**config.mk**
```make
export PLATFORM = sky130hd
export DESIGN_NAME = yarp_mc_ctrl
export DESIGN_NICKNAME = d
export VERILOG_FILES = /design/src/rtl/yarp_mc_ctrl.sv
export SDC_FILE = /design/constraint.sdc
export NUM_CORES = 1
export LEC_CHECK = 0
export BUFFER_PORTS_ARGS = -buffer_cell sky130_fd_sc_hd__buf_2
export CAP_MARGIN = 20
export CORE_ASPECT_RATIO = 1.2
export CORE_MARGIN = 3
export CORE_UTILIZATION = 35
export DETAILED_ROUTE_END_ITERATION = 16
export GPL_TIMING_DRIVEN = 0
export PLACE_DENSITY_LB_ADDON = 0.12
export SLEW_MARGIN = 30
export SYNTH_ARGS = -nofsm -noshare
export SYNTH_HDL_FRONTEND = slang
export SYNTH_SLANG_ARGS = --single-unit
```
**constraint.sdc**
```tcl
create_clock -name clk -period 2.17 [get_ports clk]
set_input_delay 0.1085 -clock clk [delete_from_list [all_inputs] [get_ports clk]]
set_output_delay 0.1085 -clock clk [all_outputs]
set_load 0.01 [all_outputs]
```
**src/rtl/yarp_mc_ctrl.sv**
```systemverilog
// Multi-cycle instruction sequencer for the yarp core: fetch, execute, optional
// data-memory access and writeback, with halt on illegal encodings or bus timeouts.
module yarp_mc_ctrl #(
  parameter int TIMEOUT = 256
) (
  input  logic        clk,
  input  logic        reset_n,
  input  logic        en_i,
  output logic        imem_req_o,
  input  logic        imem_gnt_i,
  input  logic        imem_rvalid_i,
  output logic        instr_we_o,
  input  logic [6:0]  op_i,
  input  logic        r_type_i,
  input  logic        i_type_i,
  input  logic        s_type_i,
  input  logic        b_type_i,
  input  logic        u_type_i,
  input  logic        j_type_i,
  output logic        dmem_req_o,
  output logic        dmem_wr_o,
  input  logic        dmem_gnt_i,
  input  logic        dmem_rvalid_i,
  output logic        pc_we_o,
  output logic        rf_we_o,
  output logic        illegal_o,
  output logic        bus_err_o,
  output logic [3:0]  state_o,
  output logic [31:0] retired_o
);

  localparam int CNT_W = (TIMEOUT > 1) ? $clog2(TIMEOUT) : 1;
  localparam logic [6:0] OP_LOAD = 7'b0000011;

  typedef enum logic [3:0] {
    IDLE  = 4'd0,
    FETCH = 4'd1,
    IWAIT = 4'd2,
    EXEC  = 4'd3,
    MEM   = 4'd4,
    MWAIT = 4'd5,
    WB    = 4'd6,
    HALT  = 4'd7
  } state_t;

  state_t           state;
  logic [CNT_W-1:0] wait_cnt;
  logic             wait_st;
  logic             wait_exit;
  logic             timed_out;
  logic             flags_legal;
  logic             needs_mem;

  assign timed_out   = (wait_cnt == CNT_W'(TIMEOUT - 1));
  assign flags_legal = $onehot({r_type_i, i_type_i, s_type_i, b_type_i, u_type_i, j_type_i});
  assign needs_mem   = (op_i == OP_LOAD) || s_type_i;

  // Exit condition of whichever wait state is current; it beats a same-cycle timeout.
  always_comb begin
    wait_st   = 1'b0;
    wait_exit = 1'b0;
    case (state)
      FETCH:   begin wait_st = 1'b1; wait_exit = imem_gnt_i;    end
      IWAIT:   begin wait_st = 1'b1; wait_exit = imem_rvalid_i; end
      MEM:     begin wait_st = 1'b1; wait_exit = dmem_gnt_i;    end
      MWAIT:   begin wait_st = 1'b1; wait_exit = dmem_rvalid_i; end
      default: begin wait_st = 1'b0; wait_exit = 1'b0;          end
    endcase
  end

  always_ff @(posedge clk or negedge reset_n) begin
    if (!reset_n) begin
      state     <= IDLE;
      wait_cnt  <= '0;
      illegal_o <= 1'b0;
      bus_err_o <= 1'b0;
      retired_o <= '0;
    end else begin
      case (state)
        IDLE:  if (en_i) state <= FETCH;
        FETCH: if (imem_gnt_i) state <= IWAIT;
        IWAIT: if (imem_rvalid_i) state <= EXEC;
        EXEC: begin
          if (!flags_legal) begin
            state     <= HALT;
            illegal_o <= 1'b1;
          end else if (needs_mem) begin
            state <= MEM;
          end else begin
            state <= WB;
          end
        end
        MEM:   if (dmem_gnt_i) state <= MWAIT;
        MWAIT: if (dmem_rvalid_i) state <= WB;
        WB: begin
          retired_o <= retired_o + 32'd1;
          state     <= en_i ? FETCH : IDLE;
        end
        HALT:    state <= HALT;
        default: state <= IDLE;
      endcase

      if (wait_st) begin
        if (wait_exit) begin
          wait_cnt <= '0;
        end else if (timed_out) begin
          wait_cnt  <= '0;
          state     <= HALT;
          bus_err_o <= 1'b1;
        end else begin
          wait_cnt <= wait_cnt + CNT_W'(1);
        end
      end else begin
        wait_cnt <= '0;
      end
    end
  end

  assign state_o    = state;
  assign imem_req_o = (state == FETCH);
  assign instr_we_o = (state == IWAIT) && imem_rvalid_i;
  assign dmem_req_o = (state == MEM);
  assign dmem_wr_o  = (state == MEM) && s_type_i;
  assign pc_we_o    = (state == WB);
  assign rf_we_o    = (state == WB) && !(s_type_i || b_type_i);

endmodule
```
==> run_results.csv <==
group,metric,value,unit
status,outcome,"complete, but fails checks",
status,violations,"setup timing",
placement,placed_cell_area,0.002834,mm²
die,io_pins,64,
job,cap_violations,0,
logic_synthesis,synth_nets,254,
worst_setup_path,endpoint_kind,"flip-flop",
clock_network,clk_pin_slew_worst_paths,0.09,ns
logic_synthesis,synth_flop_cell,"dfrtp_1",
sta,period_needed,2.430,ns
placement,hpwlAfterDp,3642,µm
placement,placed_cells,376,
routing,via_per_inst,4.860,
worst_setup_path,slowest_delay,0.50,ns
global_routing,antenna_found_initial,0,
worst_setup_path,worstSetupStartpointType,"primary input",
routing,ant_nets,0,
layout,antenna_cells,0,
sta,grt_setup_unrepaired,"yes",
routing,vias,1871,
placement,dp_slack,-0.7348,ns
layout,nets,325,
power_and_ir_drop,power,1725,µW
logic_synthesis,async_flop_share,1.000,
worst_setup_path,crit_path_top_delay_cell,"fa_1",
clock_network,cts_buffer_depth,2,
sta,finalMaxSlewViolations,0,
clock_network,cts-root-buf,"clkbuf_8",
power_and_ir_drop,peakVddDrop,0.0003569,V
routing,dr.first_iter.drc_count,51,
logic_synthesis,avgSynthCellArea,10.46,µm²
logic_synthesis,synthAdderAreaFrac,0.04092,
routing,route.detailed.drc,0,
worst_setup_path,cp.required,2.35,ns
hold_path,min_path_type,"primary input to flip-flop",
layout,utilization,0.4578,
sta,fmax,411.5,MHz
clock_network,clk_latency,0.30,ns
routing,dr.pass1.iters,4,
global_routing,grt_pass1_vias,1809,
layout,final_common_cell,"buf_2",
die,num_rows,32,
layout,drive_above_1_share,0.2833,
layout,fill_cells,647,
power_and_ir_drop,power_leakage,0.001437,µW
die,start_util,0.3654,
clock_network,numClockSinks,46,
logic_synthesis,synth_top_family_by_area,"simple AND/OR/NAND/NOR gates",
worst_setup_path,arrival,2.61,ns
worst_setup_path,critPathMaxFanout,3,
clock_network,cts-htree-levels,2,
die,die_w,81.35,µm
logic_synthesis,yosysTopAreaCellShare,0.4827,
global_routing,grt_max_degree,47,
global_routing,grt_pass1_wl,8404,µm
die,dieHeight,96.42,µm
logic_synthesis,yosys.area.top_type,"dfrtp_1",
logic_synthesis,synthTopCellsByArea,"dfrtp_1 48%, xnor2_1 11%, nand4_1 4.5%, nand2_1 3.1%, nand3_1 2.7%",
layout,instances_no_fill,385,
clock_network,cts_tree,"built",
logic_synthesis,ys_seq_area_frac,0.4827,
sta,min_period_over_period,1.120,
logic_synthesis,yosys.area_share.simple,0.2335,
logic_synthesis,synth_seq_cells,46,
clock_network,cts_post_setup_buffers_inserted,0,
placement,io_buffers,63,
layout,synthToLayoutAreaGrowth,25.29,%
worst_setup_path,cpMostUsedCell,"fa_1",
global_routing,grtUsageTotal,0.1371,
routing,wl_per_cell,12.94,µm
sta,finalSetupViolations,3,
worst_setup_path,worstRegToRegCells,6,
sta,skew,0.007676,ns
logic_synthesis,synth_edf_count,0,
logic_synthesis,muxShareOfSynthArea,0.02571,
power_and_ir_drop,power_density,577.5,mW/mm²
placement,place_congestion,0.7208,
global_routing,grt_overflow,0,
layout,seqCellArea,0.001151,mm²
logic_synthesis,yosys_warnings,0,
logic_synthesis,synth_compound_area_frac,0.04355,
layout,multiInputGateArea,0.001172,mm²
clock_network,numCtsBuffers,5,
sta,slew_headroom,0.5079,
logic_synthesis,synth_xor_area_frac,0.1359,
hold_path,worstHoldPathCells,4,
worst_setup_path,crit_type,"primary input to flip-flop",
routing,wirelength,4982,µm
worst_setup_path,cp_cell_sequence,"buf_8 -> inv_4 -> fa_1 -> fa_1 -> inv_1 -> ha_2 -> fa_1 -> or3b_4 -> o221a_4 -> a21oi_2 -> o21ai_1",
logic_synthesis,syn_inst,228,
sta,setup_slack,-0.2599,ns
sta,hold_violations,0,
logic_synthesis,post_synth_num_cell_types,38,
die,core_area,0.006526,mm²
logic_synthesis,syn_area,0.002385,mm²
sta,tightest_slew,0.7354,ns
layout,stdcell_area,0.002988,mm²
die,die-area,0.007844,mm²
layout,mostFrequentLayoutCells,"60 x buf_2, 46 x dfrtp_1, 31 x xnor2_1",
-- critical path, delay by kind of cell --
| family | cells | cell delay [ns] |
|---|---|---|
| AO/OA/AOI/OAI | 3 | 0.39 |
| adder cells (fa/ha/maj) | 4 | 1.56 |
| buffers and inverters | 3 | 0.14 |
| AND/OR/NAND/NOR | 1 | 0.40 |
-- final timing paths --
path                                       start                   endpoint  slack (ns)
min in group asynchronous                reset_n      wait_cnt[2]$_DFF_PN0_        0.34
min                                imem_rvalid_i       state_o[1]$_DFF_PN0_        0.33
max                                     i_type_i       state_o[0]$_DFF_PN0_       -0.26
max reg2reg                 state_o[0]$_DFF_PN0_  retired_o[30]$_DFFE_PN0P_        0.19
min reg2reg                illegal_o$_DFFE_PN0P_      illegal_o$_DFFE_PN0P_        0.47
max in group asynchronous                reset_n       state_o[1]$_DFF_PN0_        1.43
-- sequential cells by signal (all words and copies together) (netlist names) --
name,flops
retired_o,32
wait_cnt,8
bus_err_o,1
state_o,4
illegal_o,1
-- Yosys cell counts, drive strengths merged, types with 2 or more instances --
library cell	number
and3	3
nor4	5
dfrtp	46
nand2	20
o21ai	4
nor3	6
nor2	17
mux2i	5
xor2	6
o211ai	2
a21oi	3
inv	15
and4	4
and2	3
buf	2
nand2b	3
nand3	13
clkbuf	2
ha	3
fa	3
nor4b	2
xnor2	31
nand4	17
-- where the power goes --
part | switching, µW | total (µW) | internal [µW]
sequential | 14.9 | 890 | 875
clock | 296 | 642 | 345
combinational | 105 | 194 | 88.9
total | 416 | 1730 | 1310
-- cell families (layout without fill, tap and decap cells) --
logic type,Yosys count,in the layout
adder cells (fa/ha/maj),6,6
AND/OR/NAND/NOR,98,98
other,1,1
flip-flops,46,46
buffers and inverters,19,91
AO/OA/AOI/OAI,15,15
XOR/XNOR,37,37
multiplexers,6,6
-- timing repair --
item                                    4_1_cts  5_1_grt
endpoints found under the setup margin        3        7
resized for setup                             5        4
endpoints found under the hold margin        46        0
hold buffers                                  1        0
pin swaps                                     4        1
-- cell type report --
type / instances / area share
plain buffers: 4 / 0.01047
clock buffers: 5 / 0.02303
clock inverters: 3 / 0.01466
inverters: 15 / 0.02219
multi-input cells: 163 / 0.3924
flip-flops and latches: 46 / 0.3853
well taps: 85 / 0.03559
repair buffers: 64 / 0.1164
-- per-stage QoR --
step	setup TNS, ns	hold WS, ns
after floorplan	-1.176	-0.1871
after global placement	-1.931	0.3552
after detailed placement	-1.992	0.1561
after CTS	-0.6222	0.2803
after global routing	-0.8457	0.3504
final	-0.5958	0.3251
-- layer usage --
metal,vias up,part of all wire,GRT usage
li1,935,-,-
met1,889,0.46,0.1740
met2,42,0.48,0.2303
met3,5,0.051,0.02968
met4,0,0.013,0.04648
met5,-,0,0
Power figures use the tool's default switching activity.
